**config.mk**
```make
export PLATFORM = sky130hd
export DESIGN_NAME = bus_master_ctrl_n
export DESIGN_NICKNAME = d
export VERILOG_FILES = /design/src/rtl/bus_master_ctrl_n.sv
export SDC_FILE = /design/constraint.sdc
export NUM_CORES = 1
export LEC_CHECK = 0
export BUFFER_PORTS_ARGS = -buffer_cell sky130_fd_sc_hd__buf_4
export CAP_MARGIN = 20
export CORE_MARGIN = 3
export CORE_UTILIZATION = 32
export DETAILED_ROUTE_END_ITERATION = 10
export PLACE_DENSITY = 0.54
export SKIP_CTS_REPAIR_TIMING = 1
export SYNTH_ARGS = -nofsm -noshare
export SYNTH_HDL_FRONTEND = slang
export SYNTH_SLANG_ARGS = --single-unit
```
**constraint.sdc**
```tcl
create_clock -name clk -period 2.1 [get_ports clk]
set_input_delay 0.42 -clock clk [delete_from_list [all_inputs] [get_ports clk]]
set_output_delay 0.42 -clock clk [all_outputs]
set_load 0.01 [all_outputs]
```
**src/rtl/bus_master_ctrl_n.sv**
```systemverilog
// Bus-master control path: one register-to-register transfer per command over a
// selectable arbitrated bus, with grant timeout, grant-loss abort and error reporting.
module bus_master_ctrl_n #(
   parameter int REG_AW  = 2,
   parameter int NUM_BUS = 2,
   parameter int BSEL_W  = 3,
   parameter int TIMEOUT = 15
) (
   input  logic                clk,
   input  logic                rst,
   input  logic                start,
   input  logic                mode,
   input  logic [REG_AW-1:0]   src_sel,
   input  logic [REG_AW-1:0]   dst_sel,
   input  logic [BSEL_W-1:0]   bus_sel,
   input  logic [NUM_BUS-1:0]  grant,
   output logic [NUM_BUS-1:0]  busreq,
   output logic                read_write,
   output logic                rw,
   output logic                rwA,
   output logic [REG_AW-1:0]   sr,
   output logic [REG_AW-1:0]   dr,
   output logic [REG_AW-1:0]   srA,
   output logic                dr_we,
   output logic                busy,
   output logic                done,
   output logic [1:0]          err
);

   localparam int CNT_W = $clog2(TIMEOUT + 1);

   typedef enum logic [2:0] {
      S_IDLE, S_REQ, S_RD, S_WR, S_ABORT, S_DONE
   } state_t;

   state_t              state_reg, state_next;
   logic                mode_reg;
   logic [REG_AW-1:0]   src_reg, dst_reg;
   logic [BSEL_W-1:0]   bus_reg;
   logic [CNT_W-1:0]    cnt_reg;
   logic [1:0]          err_reg;

   logic [NUM_BUS-1:0]  bus_onehot;
   logic                grant_hit, bus_ok, timeout_hit;

   // One-hot view of the latched bus index; drives both busreq and grant selection.
   genvar gi;
   generate
      for (gi = 0; gi < NUM_BUS; gi++) begin : g_onehot
         assign bus_onehot[gi] = (bus_reg == BSEL_W'(gi));
      end
   endgenerate

   assign grant_hit   = |(grant & bus_onehot);
   assign bus_ok      = (32'(bus_sel) < 32'(NUM_BUS));
   assign timeout_hit = (cnt_reg == CNT_W'(TIMEOUT - 1));

   always_ff @(posedge clk or posedge rst) begin
      if (rst) state_reg <= S_IDLE;
      else     state_reg <= state_next;
   end

   always_comb begin
      state_next = state_reg;
      case (state_reg)
         S_IDLE:  if (start && bus_ok) state_next = S_REQ;
         S_REQ: begin
            if (grant_hit)        state_next = S_RD;
            else if (timeout_hit) state_next = S_IDLE;
         end
         S_RD: begin
            if (!grant_hit)    state_next = S_ABORT;
            else if (mode_reg) state_next = S_DONE;
            else               state_next = S_WR;
         end
         S_WR:    state_next = grant_hit ? S_DONE : S_ABORT;
         S_ABORT: state_next = S_IDLE;
         S_DONE:  state_next = S_IDLE;
         default: state_next = S_IDLE;
      endcase
   end

   // Command latch, wait counter and sticky error code.
   always_ff @(posedge clk or posedge rst) begin
      if (rst) begin
         mode_reg <= 1'b0;
         src_reg  <= '0;
         dst_reg  <= '0;
         bus_reg  <= '0;
         cnt_reg  <= '0;
         err_reg  <= 2'b00;
      end else begin
         case (state_reg)
            S_IDLE: begin
               if (start) begin
                  if (bus_ok) begin
                     mode_reg <= mode;
                     src_reg  <= src_sel;
                     dst_reg  <= dst_sel;
                     bus_reg  <= bus_sel;
                     cnt_reg  <= '0;
                     err_reg  <= 2'b00;
                  end else begin
                     err_reg  <= 2'b11;
                  end
               end
            end
            S_REQ: begin
               if (!grant_hit) begin
                  if (timeout_hit)      err_reg <= 2'b01;
                  else if (cnt_reg != '1) cnt_reg <= cnt_reg + 1'b1;
               end
            end
            S_RD, S_WR: if (!grant_hit) err_reg <= 2'b10;
            default: ;
         endcase
      end
   end

   always_comb begin
      busreq     = '0;
      read_write = 1'b0;
      rw         = 1'b0;
      rwA        = 1'b0;
      sr         = '0;
      dr         = '0;
      srA        = '0;
      dr_we      = 1'b0;
      done       = 1'b0;
      busy       = (state_reg != S_IDLE);
      err        = err_reg;
      case (state_reg)
         S_REQ: begin
            busreq     = bus_onehot;
            read_write = 1'b1;
         end
         S_RD: begin
            busreq     = bus_onehot;
            read_write = 1'b1;
            rw         = 1'b1;
            sr         = src_reg;
            if (mode_reg) begin
               rwA = 1'b1;
               srA = src_reg;
            end
         end
         S_WR: begin
            busreq = bus_onehot;
            dr     = dst_reg;
            dr_we  = 1'b1;
         end
         S_DONE:  done = 1'b1;
         default: ;
      endcase
   end

endmodule
```
Yosys cells after proc, flatten, opt, wreduce, memory -nomap -nowiden
Index checks and enable logic that the tools add are counted.

cells by class
  add/sub/neg operators = 1
  bitwise logic cells = 1
  equal/unequal tests = 16
  $lt $le $gt $ge = 1
  reductions and logical operators = 14
  mux-type cells = 30

operator list
  kind                   count
  $mux W2                10
  $mux W4                5
  $ne A2 B2 Y1 const B   8
  $mux W3                5
  $pmux W3 S4            1
  $pmux W4 S2            1
  $mux W1                7
  $eq A3 B1 Y1 const B   2
  $eq A3 B2 Y1 const B   2
  $logic_not A3 Y1       2
  $pmux W2 S3            1
  $reduce_and A6 Y1      1
  $reduce_bool A3 Y1     2
  $reduce_or A2 Y1       3
  $reduce_and A5 Y1      1
  $add A4 B1 Y4 const B  1
  $eq A4 B4 Y1 const B   1
  $ne A4 B4 Y1 const B   1
  $eq A3 B3 Y1 const B   1
  $lt A3 B2 Y1 const B   1
  $ne A3 B3 Y1 const B   1
  $reduce_and A3 Y1      1
  $reduce_or A3 Y1       1
  $and A2 B2 Y2          1
  other kinds (3)        3

word-level totals
  bits of input ports = 13
  flip-flop bits (word level) = 17
  logic and storage cells = 70
  output and inout port bits = 16

Depth between registers and ports, before layout
Gate-level depths: netlist (run 1).

  depth in word-level cells = 5
  mapped depth = 6

Worst setup path after synthesis (run 1)
Ideal clock, no wire load.

  kind = register to output
  from = register state_reg[1]
  to = output port srA[0]
  arrival = 1343 ps
  data required time = 1680 ps
  buffers on the path = 1
  stages on the path, launching flop included = 5
  setup slack = 337 ps
  path through = dfrtp_1 > buf_2 > nor2b_1 > nor2b_1 > and3_1

on the way
  cells in the longest elaborated chain, start to end = 2

ends and longest elaborated chain
  item                    line  RTL
  from (decl)             36    state_t state_reg, state_next;
  from (signal assigned)  60    else state_reg <= state_next;
  $eq A3 B2 Y1            132   case (state_reg)
  $mux W2                 132
  to (decl)               23    output logic [REG_AW-1:0] srA,

Every way passes these cells.

Worst setup path in the final report (run 1)
  from = register state_reg[2]
  to = output port busreq[1]

on the way
  cells in the longest elaborated chain, start to end = 3

ends and longest elaborated chain
  item                                          line  RTL
  $eq A3 B2 Y1 or $eq A3 B1 Y1 (tied branches)  132
  $reduce_or A3 Y1 (no source line) *           --
  $mux W2 *                                     132
  to (decl)                                     17    output logic [NUM_BUS-1:0] busreq,

Mark *: on every way between the ends. The rest lies on a longest branch, timed or not.

==> flow_summary.json, run 1 <==
{
  "pin_count": 29,
  "regToRegSetupSlack_ns": 0.42,
  "num-fill-cells": 290,
  "ys_seq_area_frac": 0.424,
  "synth_area_leaders": "dfrtp_1 (42%), mux2_2 (9.0%), and2_1 (5.0%)",
  "irDropWorstVdd_v": 0.000501,
  "hold_class": "input port to async pin",
  "synth_cell_types": 38,
  "powerDensity_mw_per_mm2": 1190,
  "whs_ns": 0.223,
  "synthDominantCellAreaShare": 0.424,
  "overflow": 0,
  "htree_levels": 1,
  "crit_type": "flop to output pin",
  "grt.total_usage": 0.124,
  "drc": 0,
  "grt_pass1_wl_um": 3430,
  "yosysWarningCount": 0,
  "antenna_found_initial": 0,
  "nets": 144,
  "initial_core_util": 0.348,
  "synthCells": 96,
  "worstPathArrival_ns": 1.56,
  "wl_per_cell_um": 12.8,
  "die_area_mm2": 0.00384,
  "portBuffers": 28,
  "finalHoldViolations": 0,
  "largest_reg_flops": 4,
  "drt_iter0_markers": 18,
  "seqCellArea_um2": 427,
  "skew_ns": 0.00387,
  "gp_congestion": 0.691,
  "synth.net_count": 111,
  "clockBufferDepth": 2,
  "cts_tree": "built",
  "yosys-top-cells-count": "dfrtp_1 (17), nor2_1 (9), and2_1 (8), mux2_2 (8)",
  "maxSlewViolCount": 0,
  "netlist_area_mm2": 0.00100,
  "hpwl_um": 1660,
  "grt_max_degree": 18,
  "cts_sinks": 17,
  "die_x_um": 62.0,
  "status": "completed",
  "min_period_over_period": 0.942,
  "end_kind": "output pin",
  "worstPathMaxFanout": 9,
  "power_leakage_nw": 0.639,
  "drv_cap": 0,
  "post-synth-top-count-cell": "dfrtp_1",
  "root_buffer": "clkbuf_4",
  "avgViaCountPerCell": 4.96,
  "die_y_um": 62.0,
  "synth_async_sr_flop_share": 1.00,
  "grt_pass1_vias": 774,
  "diodes": 0,
  "rsz0062_at_grt": "false",
  "synth_edf_count": 0,
  "firstDrtPassIters": 4,
  "postSynthAreaPerCell_um2": 10.4,
  "drive_gt1_frac": 0.398,
  "setup_tns_ns": 0,
  "area_growth_pct": 30.5,
  "finalSetupViolations": 0,
  "synth-seq-cells": 17,
  "ant_nets": 0,
  "worst_slew_pin_slew_ns": 0.678,
  "multi_input_area_um2": 551,
  "clk_latency_ns": 0.29,
  "fp.coreArea_mm2": 0.00288,
  "dr_total_vias": 843,
  "cp-start-kind": "flop",
  "synth.largest_area_cell": "dfrtp_1",
  "fin_crit_ns": 1.98,
  "cp.required_ns": 1.68,
  "ys.flop_type": "dfrtp_1",
  "cts-buffers-inserted": 3,
  "relSlewSlack": 0.547,
  "routed_wl_um": 2180,
  "num_rows": 19,
  "fmax_mhz": 505,
  "clkTransAtPathRegs_ns": 0.10
}
[worst paths after layout]
check | cells past startpoint | start | endpoint
setup reg to reg | 5 | state_reg[0] | cnt_reg[1]
max in group asynchronous | 2 | rst | state_reg[2]
setup / recovery | 3 | state_reg[2] | busreq[1]
min in group clk | 2 | mode | mode_reg
hold reg to reg | 1 | dst_reg[0] | dst_reg[0]
hold / removal | 2 | rst | mode_reg
[critical path, stage by stage (launching register included)]
cell and delay (ns):
dfrtp_2 0.47, or4_1 0.56, nor2_1 0.11, buf_4 0.13
[metal layers]
metal,wire (um),share of wire,up-vias,GRT usage
met5,0,0,-,0
met4,34,0.016,0,0.0636
met3,93,0.043,4,0.0310
met2,1030,0.47,20,0.186
met1,1020,0.47,397,0.165
li1,-,-,422,-
[cells in the final DEF, fill, tap and decap left out, drive strengths merged, types with 2 or more instances in the layout]
cell and count:
buf 32, dfrtp 17, nor2 9, mux2 9, and2 8, nor3 5, and3 5, clkbuf 4
inv 3, nor2b 3, mux2i 2, nand3 2, nand4 2, a21oi 2, o221ai 2, ha 2
nand2 2, or3 2
[stage by stage]
step	util	total power, mW	worst slack (ns)	instances	cell area, um^2
after floorplan	-	1.07	0.337	96	1000
after global placement	0.444	1.39	0.409	166	1280
after detailed placement	0.444	1.39	0.380	166	1280
after CTS	0.453	1.58	0.0516	170	1300
after global routing	0.455	1.71	0.0151	170	1310
final	0.455	1.56	0.121	170	1310
[final cells by class]
cell class,count,area share
multi-input combinational,72,0.421
timing repair buffer,32,0.184
inverter,3,0.00861
tap,42,0.0402
sequential,17,0.326
clock buffer,4,0.0201
[power by group]
part / internal [mW] / leakage [nW] / switching (mW)
logic: 0.450 / 0.410 / 0.371
registers: 0.445 / 0.214 / 0.118
clock network: 0.0738 / 0.0150 / 0.104
total: 0.968 / 0.639 / 0.593
[logic make-up (layout without fill, tap and decap cells)]
group,Yosys count,count (layout),share of synthesized area
AND/OR/NAND/NOR,42,42,0.251
XOR/XNOR,1,1,0.00874
buffers and inverters,7,39,0.0287
adder cells (fa/ha/maj),2,2,0.0250
flip-flops,17,17,0.424
AO/OA/AOI/OAI,16,16,0.137
multiplexers,11,11,0.125
No activity file was read; power rests on OpenSTA's default activity.
==> run 2, diff against run 1 <==
SETUP_SLACK_MARGIN = 0.4   (was unset)
==> flow_summary.json, run 2 (same netlist as run 1, synthesis figures left out) <==
{
  "finalSetupViolations": 0,
  "cp-start-kind": "flop",
  "num-fill-cells": 258,
  "fin_crit_ns": 1.99,
  "fp.coreArea_mm2": 0.00288,
  "combPwrFrac": 0.605,
  "setup_tns_ns": 0,
  "crit_type": "flop to output pin",
  "irDropWorstVdd_v": 0.000704,
  "portBuffers": 28,
  "num_rows": 19,
  "cts_sinks": 17,
  "diodes": 0,
  "firstDrtPassIters": 4,
  "worstPathCellList": "or4_4 -> nor2_1 -> buf_4",
  "slowest_stage": "or4_4",
  "p_seq_frac": 0.297,
  "htree_levels": 1,
  "mostFrequentLayoutCell": "buf_4",
  "routed_wl_um": 2610,
  "finalHoldViolations": 0,
  "avgViaCountPerCell": 5.01,
  "grt_max_degree": 18,
  "cp.required_ns": 1.68,
  "powerDensity_mw_per_mm2": 1280,
  "status": "completed",
  "relSlewSlack": 0.544,
  "drv_cap": 0,
  "cts_tree": "built",
  "drt_iter0_markers": 28,
  "grt_pass1_wl_um": 3800,
  "antenna_found_initial": 0,
  "worstPathArrival_ns": 1.57,
  "area_growth_pct": 50.4,
  "end_kind": "output pin",
  "final_cell_mix": "buf_4 (35), dfrtp_1 (14), nor2_1 (8), mux2_2 (8), buf_6 (6)",
  "cts-buffers-inserted": 3,
  "fmax_mhz": 503,
  "hpwl_um": 1680,
  "skew_ns": 0.00625,
  "switching_share": 0.370,
  "clockBufferDepth": 2,
  "clk_latency_ns": 0.30,
  "root_buffer": "clkbuf_4",
  "grt.total_usage": 0.137,
  "clkTransAtPathRegs_ns": 0.11,
  "drive_gt1_frac": 0.536,
  "power_leakage_nw": 0.726,
  "overflow": 0,
  "pin_count": 29,
  "ant_nets": 0,
  "switching_power_mw": 0.715,
  "largest_reg_flops": 4,
  "regToRegSetupSlack_ns": 0.42,
  "nets": 156,
  "die_area_mm2": 0.00384,
  "min_period_over_period": 0.946,
  "maxSlewViolCount": 0,
  "wl_per_cell_um": 14.3,
  "worstPathMaxFanout": 6,
  "grt_pass1_vias": 833,
  "intPower_mw": 1.22,
  "gp_congestion": 0.746,
  "initial_core_util": 0.348,
  "fin_util": 0.524,
  "die_x_um": 62.0,
  "max_stage_delay_ns": 0.55,
  "pwr-share-clk": 0.098,
  "rsz0062_at_grt": "true",
  "die_y_um": 62.0,
  "worst_slew_pin_slew_ns": 0.683,
  "drc": 0,
  "dr_total_vias": 912,
  "hold_class": "input port to async pin"
}
[run 2: cell types whose count changed in the layout (fill, tap and decap cells not counted), moves of 2 or more]
cell	change
buf_6	+6
buf_4	+3
buf_12	+2
dfrtp_1	-2
and2_1	-3
and2_4	+2
nor2b_4	+2
dfrtp_2	+2
[run 2: critical path: cells and delay by family, from the launching register on]
family                 cells  cell delay, ns
AND/OR/NAND/NOR            2            0.66
flip-flops                 1            0.47
buffers and inverters      1            0.13
[run 2: stage by stage]
step	instance area (um^2)	hold WS, ns	cells	worst slack [ns]	power, mW
after floorplan	1000	0.346	96	0.433	1.07
after global placement	1270	0.486	165	0.329	1.37
after detailed placement	1270	0.489	165	0.282	1.38
after CTS	1300	0.234	169	-0.0841	1.58
after global routing	1510	0.254	182	0.0520	2.07
final	1510	0.207	182	0.113	1.93
[run 2: path summary, 6_finish.rpt]
check                             start           end  depth (start not counted)
setup / recovery           state_reg[2]     busreq[0]                          3
hold / removal                      rst    cnt_reg[3]                          2
setup reg to reg           state_reg[0]    cnt_reg[1]                          6
hold reg to reg              dst_reg[0]    dst_reg[0]                          1
max in group asynchronous           rst  state_reg[2]                          2
min in group clk             bus_sel[0]    bus_reg[0]                          2
[run 2: cell type report]
class | instances | area [um^2] | share of cell area
multi-input combinational | 72 | 592 | 0.393
sequential | 17 | 429 | 0.285
timing repair buffer | 44 | 395 | 0.262
tap | 42 | 52.6 | 0.0349
clock buffer | 3 | 22.5 | 0.0149
inverter | 3 | 11.3 | 0.00747
clock inverter | 1 | 5.00 | 0.00332
[run 2: power groups by stage]
stage                     logic (mW)  clock network, mW  registers, mW
after floorplan                0.550                  0          0.522
after global placement         0.796                  0          0.572
after detailed placement       0.802                  0          0.579
after CTS                      0.807              0.201          0.571
after global routing            1.26              0.216          0.593
final                           1.17              0.188          0.574
[run 2: layer usage]
| metal | wire [um] | global-route usage | part of all wire | vias to the layer above |
|---|---|---|---|---|
| met4 | 13 | 0.0485 | 0.0050 | 0 |
| met5 | 0 | 0 | 0 | - |
| met1 | 1200 | 0.170 | 0.46 | 445 |
| met2 | 1270 | 0.220 | 0.49 | 24 |
| met3 | 125 | 0.0475 | 0.048 | 2 |
| li1 | - | - | - | 441 |
==> run 3, diff against run 2 <==
MAX_ROUTING_LAYER = met4   (was unset)
SKIP_CTS_REPAIR_TIMING = unset   (was 1)
==> flow_summary.json, run 3 (same netlist as run 1, synthesis figures left out) <==
{
  "ant_nets": 0,
  "die_y_um": 62.0,
  "die_x_um": 62.0,
  "grt_max_degree": 18,
  "hold_class": "input port to async pin",
  "dp.cells": 165,
  "dr_total_vias": 929,
  "power_leakage_nw": 0.716,
  "finalSetupViolations": 0,
  "cp.required_ns": 1.68,
  "maxSlewViolCount": 0,
  "nets": 154,
  "pin_count": 29,
  "clockBufferDepth": 2,
  "finalHoldViolations": 0,
  "fin_crit_ns": 1.95,
  "antenna_found_initial": 0,
  "area_growth_pct": 47.7,
  "clk_latency_ns": 0.31,
  "rsz0062_at_grt": "true",
  "die_area_mm2": 0.00384,
  "dp_slack_ns": 0.282,
  "htree_levels": 1,
  "worstPathArrival_ns": 1.53,
  "largest_reg_flops": 4,
  "min_period_over_period": 0.929,
  "grt_pass1_vias": 859,
  "fp.coreArea_mm2": 0.00288,
  "worstPathMaxFanout": 4,
  "end_kind": "output pin",
  "cp-start-kind": "flop",
  "fin_cells": 180,
  "overflow": 0,
  "hpwl_um": 1680,
  "powerDensity_mw_per_mm2": 1270,
  "worst_slew_pin_slew_ns": 0.693,
  "drive_gt1_frac": 0.543,
  "gp_congestion": 0.756,
  "final_cell_mix": "buf_4 (36), dfrtp_1 (14), mux2_2 (8), nor2_1 (7)",
  "irDropWorstVdd_v": 0.000674,
  "status": "completed",
  "drv_cap": 0,
  "avgViaCountPerCell": 5.16,
  "num-fill-cells": 261,
  "cts_tree": "built",
  "crit_type": "flop to output pin",
  "root_buffer": "clkbuf_4",
  "diodes": 0,
  "setup_ws_ns": 0.148,
  "mostFrequentLayoutCell": "buf_4",
  "drt_iter0_markers": 28,
  "design_area_mm2": 0.00148,
  "setup_tns_ns": 0,
  "relSlewSlack": 0.537,
  "initial_core_util": 0.348,
  "grt_pass1_wl_um": 3930,
  "cts-buffers-inserted": 3,
  "grt.total_usage": 0.146,
  "cts_sinks": 17,
  "place_area_mm2": 0.00127,
  "clkTransAtPathRegs_ns": 0.11,
  "routed_wl_um": 2680,
  "firstDrtPassIters": 4,
  "wl_per_cell_um": 14.9,
  "drc": 0,
  "fmax_mhz": 512,
  "whs_ns": 0.209,
  "num_rows": 19,
  "portBuffers": 28,
  "skew_ns": 0.00674
}
[run 3: changes by cell type in the layout (fill, tap and decap cells not counted), sizes merged]
cell and delta:
buf -2
[run 3: final cells by class]
class	instances	area, um^2	area share
multi-input cells	72	604	0.408
flip-flops and latches	17	429	0.290
repair buffers	42	355	0.240
well taps	42	52.6	0.0355
clock buffers	3	22.5	0.0152
inverters	3	11.3	0.00761
clock inverters	1	5.00	0.00338
[run 3: path summary, 6_finish.rpt]
| kind | endpoint | cells past startpoint | startpoint | slack, ns |
|---|---|---|---|---|
| max in group asynchronous | state_reg[2] | 2 | rst | 1.40 |
| max | busreq[1] | 3 | state_reg[2] | 0.15 |
| min | cnt_reg[3] | 2 | rst | 0.21 |
| min in group clk | bus_reg[0] | 2 | bus_sel[0] | 0.34 |
| min reg2reg | dst_reg[1] | 1 | dst_reg[1] | 0.51 |
| max reg2reg | cnt_reg[1] | 4 | state_reg[0] | 0.36 |
[run 3: routing by layer]
metal / vias up / track usage / part of all wire
li1: 438 / - / -
met4: 0 / 0.0545 / 0.029
met3: 12 / 0.0475 / 0.055
met1: 440 / 0.180 / 0.44
met5: - / - / 0
met2: 39 / 0.222 / 0.48
[run 3: worst max-delay path: stages (launching register included)]
cell	delay [ns]
dfrtp_2	0.46
or4_4	0.56
nor2_2	0.09
buf_4	0.12
[run 3: metrics by stage]
stage | total power [mW] | utilization
floorplan | 1.07 | -
global placement | 1.37 | 0.442
detailed placement | 1.38 | 0.442
CTS | 1.66 | 0.471
global route | 2.02 | 0.515
finish | 1.88 | 0.515
[run 3: power by group]
part / internal (mW) / total, mW / switching (mW)
clock network: 0.0711 / 0.189 / 0.118
registers: 0.448 / 0.566 / 0.118
logic: 0.646 / 1.12 / 0.478
total: 1.17 / 1.88 / 0.715
[run 3: timing repair]
action                     in CTS  in global routing
gates cloned                    0                  1
hold endpoints to repair        0                  0
buffers inserted                5                  5
pin swaps                       3                  7
gates resized for setup         6                 18
setup endpoints to repair      14                 23
hold buffers                    0                  0
